## config.mk

```make
export PLATFORM = sky130hd
export DESIGN_NAME = exc_ctrl
export DESIGN_NICKNAME = d
export VERILOG_FILES = /design/src/rtl/exc_ctrl_pkg.sv /design/src/rtl/exc_ctrl_prio.sv /design/src/rtl/exc_ctrl.sv
export SDC_FILE = /design/constraint.sdc
export NUM_CORES = 1
export LEC_CHECK = 0
export BUFFER_PORTS_ARGS = -buffer_cell sky130_fd_sc_hd__buf_2
export CAP_MARGIN = 20
export CORE_AREA = 2 2 90 92
export CTS_BUF_LIST = sky130_fd_sc_hd__clkbuf_4 sky130_fd_sc_hd__clkbuf_8 sky130_fd_sc_hd__clkbuf_16
export CTS_CLUSTER_SIZE = 24
export DETAILED_ROUTE_END_ITERATION = 6
export DIE_AREA = 0 0 92 94
export GPL_ROUTABILITY_DRIVEN = 0
export PLACE_DENSITY_LB_ADDON = 0.2
export SYNTH_ARGS = -nofsm -noshare
export SYNTH_HDL_FRONTEND = slang
export SYNTH_SLANG_ARGS = --single-unit
```

## constraint.sdc

```tcl
create_clock -name clk -period 3.56 [get_ports clk]
set_input_delay 0.712 -clock clk [delete_from_list [all_inputs] [get_ports clk]]
set_output_delay 0.712 -clock clk [all_outputs]
set_load 0.02 [all_outputs]
```

## src/rtl/exc_ctrl_pkg.sv

```systemverilog
// exc_ctrl_pkg: shared exception codes, state encodings and Status bit positions
package exc_ctrl_pkg;
    localparam logic [31:0] EXC_INT     = 32'h0000_0004;
    localparam logic [31:0] EXC_SYSCALL = 32'h0000_0100;
    localparam logic [31:0] EXC_ERET    = 32'h0000_0200;
    localparam int SR_IE     = 0;
    localparam int SR_EXL    = 1;
    localparam int SR_IM_HI  = 15;
    localparam int SR_IM_LO  = 8;
    localparam int SR_IM_TMR = 10;
    typedef enum logic [1:0] {S_IDLE = 2'd0, S_ENTER = 2'd1, S_FLUSH = 2'd2} state_t;
    typedef enum logic [1:0] {W_NONE = 2'd0, W_INT = 2'd1, W_SYS = 2'd2, W_ERET = 2'd3} win_t;
    function automatic logic [31:0] exc_code(input win_t w);
        return w == W_INT ? EXC_INT : w == W_SYS ? EXC_SYSCALL : w == W_ERET ? EXC_ERET : 32'h0;
    endfunction
endpackage

```

## src/rtl/exc_ctrl_prio.sv

```systemverilog
// exc_prio: masks pending interrupts against Status and picks int > syscall > eret
module exc_prio
    import exc_ctrl_pkg::*;
(
    input  logic [31:0] status,
    input  logic [31:0] cause,
    input  logic        intimer,
    input  logic        is_syscall,
    input  logic        is_eret,
    output win_t        win,
    output logic        req
);
    logic int_pend;
    logic unused;
    assign unused = ^{status[31:16], status[7:2], cause[31:16], cause[7:0]};
    assign int_pend = status[SR_IE] & ~status[SR_EXL] &
                      ((|(cause[SR_IM_HI:SR_IM_LO] & status[SR_IM_HI:SR_IM_LO])) | (intimer & status[SR_IM_TMR]));
    assign win = int_pend ? W_INT : is_syscall ? W_SYS : is_eret ? W_ERET : W_NONE;
    assign req = int_pend | is_syscall | is_eret;
endmodule

```

## src/rtl/exc_ctrl.sv

```systemverilog
// exc_ctrl: sequences one CP0 exception pulse, a timed flush and a fetch redirect
module exc_ctrl
    import exc_ctrl_pkg::*;
#(
    parameter logic [31:0] HANDLER_VEC  = 32'h0000_0040,
    parameter int          FLUSH_CYCLES = 2
) (
    input  logic        clk,
    input  logic        rst,
    input  logic        inst_valid,
    input  logic [31:0] inst_pc,
    input  logic        is_syscall,
    input  logic        is_eret,
    input  logic        intimer,
    input  logic [31:0] status_i,
    input  logic [31:0] cause_i,
    input  logic [31:0] epc_i,
    output logic [31:0] excptype,
    output logic [31:0] excpc,
    output logic        flush,
    output logic        new_pc_valid,
    output logic [31:0] new_pc,
    output logic        busy
);
    state_t     state;
    win_t       kind;
    win_t       win;
    logic       req;
    logic [3:0] cnt;
    exc_prio u_prio (
        .status     (status_i),
        .cause      (cause_i),
        .intimer    (intimer),
        .is_syscall (is_syscall),
        .is_eret    (is_eret),
        .win        (win),
        .req        (req)
    );
    // eret target is read live so the redirect sees EPC as CP0 holds it in the first flush cycle
    assign new_pc = !new_pc_valid ? 32'h0 : kind == W_ERET ? epc_i : HANDLER_VEC;
    always_ff @(posedge clk) begin
        if (rst) begin
            state        <= S_IDLE;
            kind         <= W_NONE;
            cnt          <= '0;
            excptype     <= '0;
            excpc        <= '0;
            flush        <= 1'b0;
            new_pc_valid <= 1'b0;
            busy         <= 1'b0;
        end else begin
            case (state)
                S_IDLE: if (inst_valid && req) begin
                    state    <= S_ENTER;
                    kind     <= win;
                    excptype <= exc_code(win);
                    excpc    <= inst_pc;
                    busy     <= 1'b1;
                end
                S_ENTER: begin
                    state        <= S_FLUSH;
                    excptype     <= '0;
                    excpc        <= '0;
                    flush        <= 1'b1;
                    new_pc_valid <= 1'b1;
                    cnt          <= 4'(FLUSH_CYCLES - 1);
                end
                S_FLUSH: begin
                    new_pc_valid <= 1'b0;
                    if (cnt == 4'd0) begin
                        state <= S_IDLE;
                        flush <= 1'b0;
                        busy  <= 1'b0;
                    end else cnt <= cnt - 4'd1;
                end
                default: state <= S_IDLE;
            endcase
        end
    end
endmodule

```

==> metrics.md, run 1 <==
| Metric | Value |
|---|---|
| FF+latch area | between 900 and 1000 µm² |
| Final Max Slew Viols | 0 |
| EDFF count, synth | 0 |
| Compound-gate portion of the synthesized area | a little under a tenth |
| Pre-antenna DRT Iters | 4 |
| FF+latch count, synth | 46 |
| Buffers on Ports | 157 |
| Final #Nets | between 500 and 600 |
| Layout cell share with drive strength beyond 1 | 39.8% |
| Top_reg_cell synth | dfxtp_1 |
| Status | finished, final reports clean |
| Vias in the first global route | between 2000 and 2500 |
| DRT iter0 DRCs | 85 |
| Cts hold-fix bufs | 0 |
| Final TNS setup | 0 ns |
| Area of the multi-input gates | approximately 1300 µm² |
| CTS tree | built |
| CP arrival | 1.74 ns |
| Clock sinks | 46 |
| Register area share after synthesis | 36.5% |
| PostCTS Resize Cnt | 0 |
| Die width | 92 µm |
| RSZ-0062 raised after global routing | no |
| Worst slew pin tran | 0.743 ns |
| Most common cell after layout, fill and taps aside | buf_2 |
| Worst EP required | 2.85 ns |
| Cells after DPL | 539 |
| Total power draw | 1.38 mW |
| Crit path buf inv count | 1 |
| Crit start category | register |
| Worst-path cell chain | and3_1 > and2_1 > buf_2 |
| Synthesized area | 2520 µm² |
| Fill cells | 805 |
| DP HPWL | 5.37 mm |
| Min Clock Period, post-route | ~2.4 ns |
| Pin count of the biggest net entering global routing | 36 |
| GRT Total Usage | 15.2% |
| CP Capture Type | output pin |
| Max Fclk | around 400 MHz |
| R2r startpoint | state[0] |
| Final setup viols | 0 |
| Relative slew slack | 50.0% |
| Max-cap violation count | 0 |
| Global-route wire length before repair | between 10 and 15 mm |
| Hold path start | excpc[18] |
| Mapped Cells | 294 |
| Vias | between 2000 and 2500 |
| Die Y | about 94 µm |
| Final hold vios | 0 |
| Clock transition at path regs | approximately 0.080 ns |
| Antenna Nets Post-Route | 0 |
| Power per cell area | just over 400 nW/µm² |
| Worst skew pair latency | roughly 0.3 ns |
| CP Class | register to output pin |
| Final std cells w/o fill | 547 |
| Largest family of logic cells by synthesized area | simple AND/OR/NAND/NOR gates |
| Async SR Flop Fraction | 0% |
| Core Util, Final | 44.3% |
| Max incr delay on CP | 0.64 ns |
| Vias per cell | 4.40 |
| Post-synthesis mux area share | 13.5% |
| Root buf cell | clkbuf_8 |
| Ports | about 230 |
| Residual DRC | 0 |
| Simple-Gate Fraction of Synth Area | 23.1% |
| Pleak | 1.90 nW |
| Clk buf depth | 2 |
| CP Max Fanout | 31 |
| Setup Skew | 0.00909 ns |
| Final WL | 6.84 mm |
| Cell Rows | 32 |
| H-tree levels | 2 |
| CP max-delay cell | and3_1 |
| Final Cycle Share | between 60 and 70% |
| Initial core utilization | 33.2% |
| Most frequent cells in the layout | buf_2 (157), nand2_1 (68), dfxtp_1 (46) |
| Delay-heaviest family, CP | simple AND/OR/NAND/NOR gates |
| Synth Warn # | 0 |
| Ant diodes | 0 |
| Post-CTS setup buffer count | 0 |
| Critical Path Source | new_pc_valid |
| Tightest Hold Check Type | register to register |
| Wire per inst | 12.5 µm |
| Layout overhead on the synthesized area | 33.5% |
| Initial antenna violation count | 0 |
| Total congestion overflow | 0 |
| Die area | 8650 µm² |
| Synth Area in Adders | 2.48% |
| Worst vdd ir | roughly 0.19 mV |
| Avg Inst Size Synth | 8.58 µm² |
| Yosys cell types | 39 |
| XOR/XNOR Fraction of Synth Area | 0% |
| CTS buffer count | 5 |
| Core box area | 7610 µm² |
[final timing paths]
kind	to	slack, ns	cells past startpoint
worst max register to register	excpc[3]	1.54	7
worst max-delay path	new_pc[17]	1.11	3
worst min register to register	excpc[18]	0.46	2
worst min-delay path	excpc[18]	0.46	2
[area by class of cell]
class	count	area share, %
Tap cell	102	3.79
Clock inverter	2	1.78
Sequential cell	46	27.3
Timing Repair Buffer	160	24.0
Inverter	8	0.892
Multi-Input combinational cell	223	39.7
Clock buffer	6	2.45
[metrics by stage]
step	worst slack (ns)	instance area, µm²	hold WS, ns
floorplan	1.56	2630	0.454
CTS	1.08	3370	0.463
global route	0.914	3370	0.482
detailed placement	0.979	3230	0.450
global placement	1.07	3230	0.441
finish	1.11	3370	0.460
[metal layers]
layer	up-vias	share of wire, %	global-route usage, %
met2	117	49	27.3
met1	1077	38	16.3
li1	1205	-	-
met4	0	1.1	4.48
met3	6	12	6.66
met5	-	0	0
[kinds of logic (layout without fill, tap and decap cells)]
group | Yosys count | in the layout
other | 1 | 29
AO/OA/AOI/OAI | 31 | 31
multiplexers | 34 | 34
adder cells (fa/ha/maj) | 5 | 5
AND/OR/NAND/NOR | 124 | 124
buffers and inverters | 53 | 176
flip-flops | 46 | 46
[Yosys cell counts (4+ instances only)]
library cell	number	share of area [%]
o21ai_0	4	0.79
nand2_1	68	10
nor2_1	12	1.8
dfxtp_1	46	37
mux2i_1	34	13
a21oi_1	7	1.4
buf_2	5	0.99
clkbuf_1	6	0.89
inv_1	8	1.2
buf_4	29	8.6
ha_1	5	2.5
and2_1	32	7.9
[where the power goes]
| part | leakage (nW) | switching [mW] | internal, mW |
|---|---|---|---|
| sequential | 0.376 | 0.0224 | 0.556 |
| combinational | 1.45 | 0.195 | 0.126 |
| clock | 0.0714 | 0.177 | 0.299 |
| total | 1.90 | 0.394 | 0.981 |
[state kept, by name, summed over array words and instances, names as in the netlist]
register      count
excpc            32
cnt               4
excptype          3
kind              2
state             2
busy              1
flush             1
new_pc_valid      1
[worst reg2reg max path: stages, from the launching register on]
cell     delay [ns]
dfxtp_1        0.33
inv_1          0.08
ha_1           0.27
inv_1          0.09
a21oi_2        0.60
buf_4          0.37
nand2_1        0.08
mux2i_1        0.14
Note: power is estimated with default switching activity, not from simulation.
==> inputs of run 2 (changes only) <==
--- a/config.mk
+++ b/config.mk
@@ -5,13 +5,14 @@
 export SDC_FILE = /design/constraint.sdc
 export NUM_CORES = 1
 export LEC_CHECK = 0
+export ABC_AREA = 1
 export BUFFER_PORTS_ARGS = -buffer_cell sky130_fd_sc_hd__buf_2
 export CAP_MARGIN = 20
-export CORE_AREA = 2 2 90 92
+export CORE_AREA = 2 2 89 91
 export CTS_BUF_LIST = sky130_fd_sc_hd__clkbuf_4 sky130_fd_sc_hd__clkbuf_8 sky130_fd_sc_hd__clkbuf_16
 export CTS_CLUSTER_SIZE = 24
 export DETAILED_ROUTE_END_ITERATION = 6
-export DIE_AREA = 0 0 92 94
+export DIE_AREA = 0 0 91 93
 export GPL_ROUTABILITY_DRIVEN = 0
 export PLACE_DENSITY_LB_ADDON = 0.2
 export SYNTH_ARGS = -nofsm -noshare
==> constraint.sdc (replaced) <==
create_clock -name clk -period 2.2 [get_ports clk]
set_input_delay 0.44 -clock clk [delete_from_list [all_inputs] [get_ports clk]]
set_output_delay 0.44 -clock clk [all_outputs]
set_load 0.02 [all_outputs]
==> run 2 against run 1 <==
Sequential share of layout area grew 0.70 points. Register-to-register slack lost 0.98 ns. First-iteration DRC count grew 4.7%. Critical path type unchanged. Synthesized cell count grew 20%. Critical path depth grew 1. Setup slack lost 0.70 ns.
==> metrics.md, run 2 <==
| Metric | Value |
|---|---|
| Status | finished, final reports clean |
| CTS buffer count | 5 |
| Share of the synthesized area in the top cell type | about 38% |
| Most frequent cells in the layout | buf_2 (157), nand2_1 (65), inv_1 (47) |
| Die Y | 93 µm |
| Largest family of logic cells by synthesized area | simple AND/OR/NAND/NOR gates |
| Layout overhead on the synthesized area | 35.0% |
| Final TNS setup | 0 ns |
| Cts hold-fix bufs | 0 |
| Max reg flops | 32 |
| DRT iter0 DRCs | around 90 |
| Core box area | 7530 µm² |
| CP Max Fanout | 31 |
| Vias | 2630 |
| R2R Setup Slk | 0.56 ns |
| Register area share after synthesis | 37.9% |
| Top-count cell post-synth | nand2_1 |
| Clock power share | a little over a quarter |
| Post-CTS setup buffer count | 0 |
| CTS tree | built |
| Hold EP | excpc[20] |
| Vias in the first global route | ~2400 |
| Worst EP required | 1.76 ns |
| Max-cap violation count | 0 |
| CP Capture Type | output pin |
| Final hold vios | 0 |
| Final #Nets | 643 |
| Power per cell area | ~600 nW/µm² |
| Internal power | about 1.3 mW |
| Mapped Cells | 354 |
| Final WL | 7.13 mm |
| Tightest Hold Check Type | primary input to register |
| Top Registers | excpc: 32 flops, cnt: 4 flops, excptype: 3 flops |
| EDFF count, synth | 0 |
| Clock sinks | 46 |
| Initial antenna violation count | 0 |
| Max Fclk | 560 MHz |
| Final non-filler cell area | ~3300 µm² |
| R2r startpoint | state[1] |
| Async SR Flop Fraction | 0% |
| Worst-path cell chain | nand3_1 > buf_4 > nor2_1 > buf_2 |
| Synth Warn # | 0 |
| Simple-Gate Fraction of Synth Area | 27.9% |
| Pre-antenna DRT Iters | 4 |
| NetSw | 650 µW |
| CP arrival | 1.35 ns |
| Final Max Slew Viols | 0 |
| Crit start category | register |
| Combinational fraction of design power | 26.5% |
| Worst vdd ir | 0.475 mV |
| Compound-gate portion of the synthesized area | 10.6% |
| XOR/XNOR Fraction of Synth Area | 0% |
| Initial core utilization | 32.3% |
| DP HPWL | 5.54 mm |
| Clock transition at path regs | 0.08 ns |
| Antenna Nets Post-Route | 0 |
| CP max-delay cell | dfxtp_1 |
| Min Clock Period, post-route | 1.79 ns |
| Final setup viols | 0 |
| Post-synthesis mux area share | 0% |
| Placed cell area | about 3200 µm² |
| Synth Area in Adders | 2.57% |
| Delay-heaviest family, CP | buffers and inverters |
| Dpl ws | roughly 0.38 ns |
| Wire per inst | 11.7 µm |
| Buffers on Ports | 157 |
| Worst skew pair latency | just under 0.3 ns |
| Hold path start | inst_pc[20] |
| Pin count of the biggest net entering global routing | 32 |
| Vias per cell | roughly 4.3 |
| Reg power frac | 46.9% |
| Commonest cells in the netlist | nand2_1 (65), inv_1 (47), dfxtp_1 (46) |
| Avg Inst Size Synth | between 6 and 7 µm² |
| Final Cycle Share | roughly four fifths |
| Top_reg_cell synth | dfxtp_1 |
| Path depth of the worst reg2reg path | 8 |
| Largest area contributor in the netlist | dfxtp_1 |
| Critical R2R Capture | excptype[2] |
| Top cells by area, synth | dfxtp_1 (38%), buf_4 (10%), nand2_1 (10%), a21oi_1 (9.3%), nand3_1 (8.0%) |
| Crit path buf inv count | 2 |
| Root buf cell | clkbuf_8 |
| Final std cells w/o fill | approximately 610 |
| Synthesized area | 2430 µm² |
| Clk buf depth | 2 |
| CP Class | register to output pin |
| Residual DRC | 0 |
| Die width | around 91 µm |
| Cells after DPL | 599 |
| Ant diodes | 0 |
| Total congestion overflow | 0 |
| PostCTS Resize Cnt | 0 |
| Switch share | between 30 and 40% |
| FF+latch count, synth | 46 |
| Die area | 8460 µm² |
| Cell Rows | 32 |
| Setup Skew | 0.00275 ns |
| Global-route wire length before repair | roughly 11 mm |
| Yosys cell types | 23 |
| H-tree levels | 2 |
| Biggest register | excpc |
| RSZ-0062 raised after global routing | no |
| Final WS setup | 0.413 ns |
| GRT Total Usage | approximately 16% |
| Max incr delay on CP | 0.37 ns |
| Most common cell after layout, fill and taps aside | buf_2 |
| Ports | 233 |
| Pleak | about 1.9 nW |
| Layout cell share with drive strength beyond 1 | 34.9% |
| Hold-critical path depth | 3 |
-- run 2: power groups by stage --
stage | logic [mW] | clock network, mW | registers, mW
after global routing | 0.593 | 0.592 | 0.945
after detailed placement | 0.534 | 0 | 0.955
after global placement | 0.529 | 0 | 0.952
after CTS | 0.535 | 0.561 | 0.936
final | 0.528 | 0.531 | 0.936
after floorplan | 0.324 | 0 | 1.02
-- run 2: worst max-delay path by stage --
stage | from | end | slack (ns) | cells past startpoint
CTS | new_pc_valid | new_pc[28] | 0.39 | 4
detailed placement | cause_i[12] | excpc[12] | 0.38 | 12
floorplan | new_pc_valid | new_pc[0] | 0.64 | 3
finish | new_pc_valid | new_pc[29] | 0.41 | 4
global placement | cause_i[12] | excpc[10] | 0.44 | 12
global route | new_pc_valid | new_pc[29] | 0.30 | 4
-- run 2: cell type report --
cell class                 count  area (µm²)
inverter                      47         176
tap                          102         128
clock inverter                 2        12.5
timing repair buffer         163         856
fill                         824        4240
clock buffer                   6        82.6
sequential                    46         921
multi-input combinational    241        1110
-- run 2: per-layer routing --
layer | share of wire [%] | vias up | track usage, %
li1 | - | 1343 | -
met1 | 38 | 1168 | 16.4
met2 | 54 | 115 | 33.5
met3 | 8.1 | 4 | 4.35
met4 | 0.45 | 0 | 3.03
met5 | 0 | - | 0
-- run 2: tightest hold or removal path: cells and delay by family --
kind	cells	cell delay [ns]
buffers and inverters	1	0.10
AND/OR/NAND/NOR	1	0.05
AO/OA/AOI/OAI	1	0.05
-- run 2: cell families after synthesis --
kind of cell | Yosys count
other cells | 1
fa+ha+maj | 5
simple gates | 156
flops | 46
buf+inv | 95
compound gates | 51
-- run 2: per-stage QoR --
stage	hold WS [ns]	power, mW	utilization [%]
4_1_cts	0.372	2.03	43.6
3_5_place_dp	0.449	1.49	42.4
5_1_grt	0.370	2.13	43.6
3_3_place_gp	0.440	1.48	42.4
6_report	0.389	1.99	43.6
2_1_floorplan	0.437	1.34	-
